===== config.mk =====
export PLATFORM = sky130hd
export DESIGN_NAME = ifetch_flat
export DESIGN_NICKNAME = d
export VERILOG_FILES = /design/src/rtl/ifetch_if.sv /design/src/rtl/ifetch.sv /design/src/flat_wrapper.sv
export SDC_FILE = /design/constraint.sdc
export NUM_CORES = 1
export LEC_CHECK = 0
export CAP_MARGIN = 20
export CORE_MARGIN = 2
export CORE_UTILIZATION = 45
export DETAILED_ROUTE_END_ITERATION = 6
export GPL_TIMING_DRIVEN = 0
export HOLD_SLACK_MARGIN = 0.15
export PLACE_DENSITY = 0.92
export REMOVE_ABC_BUFFERS = 1
export SLEW_MARGIN = 20
export SYNTH_ARGS = -nofsm -noshare
export SYNTH_HDL_FRONTEND = slang
export SYNTH_SLANG_ARGS = --single-unit

===== constraint.sdc =====
create_clock -name clk -period 3.3 [get_ports clk]
set_clock_uncertainty 0.1 [all_clocks]
set_input_delay 0.66 -clock clk [delete_from_list [all_inputs] [get_ports clk]]
set_output_delay 0.66 -clock clk [all_outputs]
set_load 0.05 [all_outputs]

===== src/rtl/ifetch_if.sv =====
// Fetch-stage bus: instruction-memory handshake, redirect input and decode handoff.
// master = ifetch, slave = memory/decode/branch-resolution side.
interface ifetch_if;
   logic        imem_req_valid;
   logic        imem_req_ready;
   logic [31:0] imem_addr;
   logic        imem_rsp_valid;
   logic [31:0] imem_rsp_data;
   logic        redirect_valid;
   logic [31:0] redirect_pc;
   logic        if_valid;
   logic        if_ready;
   logic [31:0] if_pc;
   logic [31:0] if_instr;
   logic [6:0]  if_opcode;
   logic        fetch_fault;

   modport master (
      output imem_req_valid, imem_addr, if_valid, if_pc, if_instr, if_opcode, fetch_fault,
      input  imem_req_ready, imem_rsp_valid, imem_rsp_data, redirect_valid, redirect_pc, if_ready
   );

   modport slave (
      input  imem_req_valid, imem_addr, if_valid, if_pc, if_instr, if_opcode, fetch_fault,
      output imem_req_ready, imem_rsp_valid, imem_rsp_data, redirect_valid, redirect_pc, if_ready
   );
endinterface


===== src/rtl/ifetch.sv =====
// rv32i instruction fetch: one outstanding imem request, redirect squashing,
// sticky fault and halt on a misaligned redirect target.
module ifetch #(
   parameter logic [31:0] RESET_PC = 32'h0000_0000
) (
   input  logic     clk,
   input  logic     rst_n,
   ifetch_if.master bus
);
   typedef enum logic [2:0] {IDLE, REQ, WAIT, DROP, HOLD, HALT} state_t;

   state_t      state;
   logic [31:0] pc;
   logic [31:0] if_pc_q;
   logic [31:0] if_instr_q;
   logic        fault_q;
   logic        redir;
   logic        redir_bad;

   assign redir     = bus.redirect_valid;
   assign redir_bad = redir && (bus.redirect_pc[1:0] != 2'b00);

   always_ff @(posedge clk) begin
      if (!rst_n) begin
         state      <= IDLE;
         pc         <= RESET_PC;
         if_pc_q    <= 32'h0;
         if_instr_q <= 32'h0;
         fault_q    <= 1'b0;
      end else begin
         case (state)
            IDLE: state <= REQ;
            HALT: state <= HALT;
            default: begin
               if (redir_bad) begin
                  fault_q <= 1'b1;
                  state   <= HALT;
               end else begin
                  if (redir)
                     pc <= bus.redirect_pc;
                  case (state)
                     // A request accepted alongside a redirect fetched the old pc: squash its reply.
                     REQ:  if (bus.imem_req_ready) state <= redir ? DROP : WAIT;
                     WAIT: begin
                        if (redir)
                           state <= bus.imem_rsp_valid ? REQ : DROP;
                        else if (bus.imem_rsp_valid) begin
                           if_instr_q <= bus.imem_rsp_data;
                           if_pc_q    <= pc;
                           pc         <= pc + 32'd4;
                           state      <= HOLD;
                        end
                     end
                     DROP: if (bus.imem_rsp_valid) state <= REQ;
                     HOLD: if (redir || bus.if_ready) state <= REQ;
                     default: state <= state;
                  endcase
               end
            end
         endcase
      end
   end

   assign bus.imem_req_valid = (state == REQ);
   assign bus.imem_addr      = pc;
   assign bus.if_valid       = (state == HOLD);
   assign bus.if_pc          = if_pc_q;
   assign bus.if_instr       = if_instr_q;
   assign bus.if_opcode      = if_instr_q[6:0];
   assign bus.fetch_fault    = fault_q;
endmodule


===== src/flat_wrapper.sv =====
// flat-port wrapper written by rule: the top's interface ports become plain ports
module ifetch_flat 
#(
   parameter logic [31:0] RESET_PC = 32'h0000_0000
)
  (clk, rst_n, bus_imem_req_valid, bus_imem_addr, bus_if_valid, bus_if_pc, bus_if_instr, bus_if_opcode, bus_fetch_fault, bus_imem_req_ready, bus_imem_rsp_valid, bus_imem_rsp_data, bus_redirect_valid, bus_redirect_pc, bus_if_ready);
  ifetch_if bus_i ();
  input  logic clk;
  input  logic rst_n;
  output wire logic [$bits(bus_i.imem_req_valid)-1:0] bus_imem_req_valid;
  output wire logic [$bits(bus_i.imem_addr)-1:0] bus_imem_addr;
  output wire logic [$bits(bus_i.if_valid)-1:0] bus_if_valid;
  output wire logic [$bits(bus_i.if_pc)-1:0] bus_if_pc;
  output wire logic [$bits(bus_i.if_instr)-1:0] bus_if_instr;
  output wire logic [$bits(bus_i.if_opcode)-1:0] bus_if_opcode;
  output wire logic [$bits(bus_i.fetch_fault)-1:0] bus_fetch_fault;
  input wire logic [$bits(bus_i.imem_req_ready)-1:0] bus_imem_req_ready;
  input wire logic [$bits(bus_i.imem_rsp_valid)-1:0] bus_imem_rsp_valid;
  input wire logic [$bits(bus_i.imem_rsp_data)-1:0] bus_imem_rsp_data;
  input wire logic [$bits(bus_i.redirect_valid)-1:0] bus_redirect_valid;
  input wire logic [$bits(bus_i.redirect_pc)-1:0] bus_redirect_pc;
  input wire logic [$bits(bus_i.if_ready)-1:0] bus_if_ready;
  assign bus_imem_req_valid = bus_i.imem_req_valid;
  assign bus_imem_addr = bus_i.imem_addr;
  assign bus_if_valid = bus_i.if_valid;
  assign bus_if_pc = bus_i.if_pc;
  assign bus_if_instr = bus_i.if_instr;
  assign bus_if_opcode = bus_i.if_opcode;
  assign bus_fetch_fault = bus_i.fetch_fault;
  assign bus_i.imem_req_ready = bus_imem_req_ready;
  assign bus_i.imem_rsp_valid = bus_imem_rsp_valid;
  assign bus_i.imem_rsp_data = bus_imem_rsp_data;
  assign bus_i.redirect_valid = bus_redirect_valid;
  assign bus_i.redirect_pc = bus_redirect_pc;
  assign bus_i.if_ready = bus_if_ready;
  ifetch #(.RESET_PC(RESET_PC)) u_core (.clk(clk), .rst_n(rst_n), .bus(bus_i));
endmodule

# Word-level counts from Yosys, hierarchy flattened
# Cells that the tools add are included.
# Widths: inputs -> output; s select.
[classes] addsub=1 eq_ne=9 mux=14 bitwise=3 n_reduce_logical=10
[op_table] operator="$mux 32" count=4
[op_table] operator="$add 32x3->32 const B" count=1
[op_table] operator="$mux 3" count=6
[op_table] operator="$pmux 3 s4" count=1
[op_table] operator="$ne 5x1->1 const B" count=2
[op_table] operator="$reduce_and 5->1" count=2
[op_table] operator="$reduce_bool 7->1" count=1
[op_table] operator="$eq 3x2->1 const B" count=2
[op_table] operator="$eq 3x3->1 const B" count=2
[op_table] operator="$ne 6x3->1 const B" count=1
[op_table] operator="$pmux 3 s2" count=1
[op_table] operator="$ne 5x2->1 const B" count=1
[op_table] operator="$reduce_and 2->1" count=2
[op_table] operator="$eq 3x1->1 const B" count=1
[op_table] operator="$logic_not 3->1" count=1
[op_table] operator="$not 1->1" count=3
[op_table] operator="$mux 2" count=1
[op_table] operator="$reduce_bool 2->1" count=1
[op_table] operator="$reduce_or 2->1" count=1
[op_table] operator="$logic_and 1x1->1" count=1
[op_table] operator="$logic_or 1x1->1" count=1
[op_table] operator="$mux 1" count=1
[word_totals] register_bits=100 inputBits=70 elab_cells=42

# Logic depth before layout (Yosys ltp)
[logic_depth] depth_word=5 mapped_depth=8 ltp_nobuf=6

# Least setup slack after synthesis
# OpenSTA, ideal clock, no wires.
[synth_path] kind="reg2out" start="register u_core.state[1]" end="output port bus_if_valid" arrival_ns=1.717 required_time_ns=2.540 path_slack_ns=0.823 path_stages_with_launch=3 n_path_buf=1 path_cell_list="dfxtp_1 clkbuf_1 nor3b_1"
[synth_via] elab_chain_cells=1
[synth_rtl] element="start: declaration" line="ifetch.sv:12" text="state_t state;"
[synth_rtl] element="start signal: assignment" line="ifetch.sv:43" text="REQ: if (bus.imem_req_ready) state <= redir ? DROP : WAIT;"
[synth_rtl] element="start signal: assignment" line="ifetch.sv:46" text="state <= bus.imem_rsp_valid ? REQ : DROP;"
[synth_rtl] element="start signal: assignment" line="ifetch.sv:56" text="default: state <= state;"
[synth_rtl] element="$eq 3x3->1" line="ifetch.sv:66" text="assign bus.if_valid = (state == HOLD);"
[synth_rtl] element="end: declaration" line="flat_wrapper.sv:12" text="output wire logic [$bits(bus_i.if_valid)-1:0] bus_if_valid;"
# No other way between the ends.

# Final worst setup path
[layout_path] start="register u_core.state[0]" end="output port bus_imem_req_valid"
[layout_via] elab_chain_cells=1
[layout_rtl] element="$eq 3x1->1" line="ifetch.sv:64" text="assign bus.imem_req_valid = (state == REQ);"
[layout_rtl] element="end: declaration" line="flat_wrapper.sv:10" text="output wire logic [$bits(bus_i.imem_req_valid)-1:0] bus_imem_req_valid;"
# No other way between the ends.

==> run summary <==
crit-path max FO: 8
pwr/cell area: 427 nW/um2
DP Area: 6250 um2
Req. time, crit path: 2.54 ns
Clock transition at path regs: 0.09 ns
routed wl met2: 6870 um
global route overflow: 0
critical path type: reg -> out
n_diodes: 0
worst setup margin: 0.392 ns
Peak supply drop: 0.000224 V
vias: 4,725
Resized cells post-CTS: 0
first-pass iteration count of the detailed router: 5
register area: 2000 um2
pre-CTS setup slack: 0.0819 ns
Slew @ Worst Pin: 0.811 ns
crit path DAT: 2.15 ns
Crit. End Element: primary output
vias per cell: 5.58
DP Cell Count: 831
Reg2Reg Depth: 5
gp weighted congestion: 0.785
remaining design rule violation count: 0
area grow syn2layout: 47.2%
antenna violations before repair: 0
syn avg cell area: 7.89 um2
final hold slack: 0.356 ns
largest net degree at the start of global routing: 77
Most used DFF post-synth: dfxtp_1
max-slew violation count: 0
non-filler cells, final: 847
hold crit path type: reg -> reg
row cnt: 36
total core area: 9640 um2
unrepaired setup endpoints after global routing: false
gr usage total: 25.3%
TritonCTS clock tree: done
routed length per placed instance: 16.2 um
Worst R2R End: u_core.bus.imem_addr[29]
Leakage: 2.13 nW
Startpoint Class: flip-flop
Hold Startpoint: u_core.bus.if_pc[9]
register area share after synthesis: 45.3%
die area: 10,600 um2
Filler cells: 802
die width: 103 um
DP HPWL: 9910 um
TritonCTS Buffers: 9
Final min period: 2.91 ns
R2R Path Start: u_core.state[1]
clk_lat worst skew: 0.37 ns
status: finished clean
CTS Root Cell: clkbuf_8
Slew HR: 45.9%
DRT iter0 DRCs: 253
setup violators final: 0
H-tree depth: 3
Bufs on Longest Clock Path: 2
TritonCTS Sinks: 100
first-pass GRT wire length: 21,200 um
Reg2Reg Setup Slack: 0.78 ns
final net count: 780
YS warnings: 0
post-route ant nets: 0
Synth Instances: 560
Design Area, Final: 6500 um2
final worst-path cycle share: 88.1%
Yosys reg bits: 100
drt total wl: 13,700 um
crit path from: u_core.state[0]
Post-CTS Setup Bufs: 0
hold_buf cts: 0
met3 WL post-DR: 922 um
Initial Utilization: 45.9%
Max Cap Viol: 0
Netlist cell types: 57
Max Freq: 344 MHz
uppermost layer routed: met4
number of global-route vias before repair: 4,458
fraction of layout cells with a size suffix above 1: 6.44%
Mapped Area: 4420 um2
Port Buffers: 175
area of the multi-input gates: 2180 um2
CP endpoint: bus_imem_req_valid
metal1 wirelength: 5620 um
Hold Fails Final Rpt: 0
count of flip-flops with a built-in enable after synthesis: 0
FFs w/ async S/R, synth: 0%
I/O pins: 176
die height: 103 um
## cell families (layout without fill, tap and decap cells)
logic type | Yosys count | in the layout | synth area share, %
muxes | 1 | 1 | 0.340
AOI/OAI and AO/OA | 166 | 166 | 22.8
and+or+nand+nor | 233 | 233 | 24.6
DFF | 100 | 100 | 45.3
adders and majority gates | 1 | 1 | 0.283
xor gates and xnor gates | 5 | 5 | 0.991
buffers and inverters | 54 | 208 | 5.63
## registers in the layout (all words and copies together) (netlist names)
| register | cells |
|---|---|
| u_core.state | 3 |
| u_core.bus.imem_addr | 32 |
| u_core.bus.if_pc | 32 |
| u_core.bus.if_instr | 32 |
| u_core.bus.fetch_fault | 1 |
## worst min-delay path by stage
stage,to,slack [ns],depth (start not counted)
after global routing,u_core.bus.fetch_fault,0.37,2
after global placement,u_core.bus.fetch_fault,0.34,2
after CTS,u_core.bus.fetch_fault,0.36,2
final,u_core.bus.if_pc[9],0.36,2
after detailed placement,u_core.bus.fetch_fault,0.35,2
after floorplan,u_core.state[2],0.48,1
## layout make-up
cell class / count / share of cell area [%]
clock buffer: 9 / 1.90
inverter: 6 / 0.385
tap: 133 / 2.56
sequential: 100 / 30.8
timing repair buffer: 186 / 28.7
multi-input combinational: 406 / 33.6
clock inverter: 7 / 2.14
## critical path, stage by stage (launching register included)
cell             delay [ns]
dfxtp_1                0.50
nor2b_1                0.28
nor2b_1                0.18
clkdlybuf4s50_1        0.82
## cells in the final DEF, fill, tap and decap left out, types with 4 or more instances in the layout
cell type and instances:
dfxtp_1 100, nor3_1 15, clkbuf_8 9, clkdlybuf4s50_1 174, o21ai_0 24, inv_1 5
nand3_1 11, o21a_1 4, and4_1 6, nor2b_1 4, a211oi_1 6, a21oi_1 89
bufinv_16 4, buf_4 6, and3_1 6, a311oi_1 6, o221ai_1 7, nand4_1 7
nand2_1 150, nor2_1 15
## report_power, final
part / switching (mW) / internal (mW)
Sequential: 0.0657 / 1.24
Clock: 0.427 / 0.579
Combinational: 0.263 / 0.196
Total: 0.756 / 2.02
## synthesized netlist by cell type (3+ instances only)
cell	number	area share (%)
nand2_1	150	13
dfxtp_1	100	45
a21oi_1	89	10
clkbuf_1	27	2.3
o21ai_0	24	2.7
nor3_1	16	1.8
nor2_1	15	1.3
nand3_1	11	1.2
buf_2	9	1.0
buf_4	7	1.2
nand4_1	7	0.99
o221ai_1	7	1.4
a211oi_1	6	1.0
a311oi_1	6	1.2
and3_1	6	0.85
and4_1	6	1.2
inv_1	6	0.51
nor2b_1	4	0.57
o21a_1	4	0.68
buf_1	3	0.25
nor3b_1	3	0.51
nor4_1	3	0.42
nor4_2	3	0.85
o21ai_1	3	0.34
o22ai_1	3	0.42
xnor2_1	3	0.59
## layer usage
| metal | up-vias | track usage [%] |
|---|---|---|
| li1 | 2263 | - |
| met1 | 2248 | 30.8 |
| met2 | 190 | 44.1 |
| met3 | 24 | 4.81 |
| met4 | 0 | 9.92 |
| met5 | - | 0 |
## through the flow
| stage | total power, mW | util (%) | setup TNS (ns) |
|---|---|---|---|
| after floorplan | 1.57 | - | -236.59 |
| after global placement | 1.77 | 63.4 | -529.69 |
| after detailed placement | 1.79 | 64.8 | 0 |
| after CTS | 2.79 | 67.5 | 0 |
| after global routing | 2.87 | 67.5 | 0 |
| final | 2.77 | 67.5 | 0 |
Note: power is estimated with default switching activity, not from simulation.
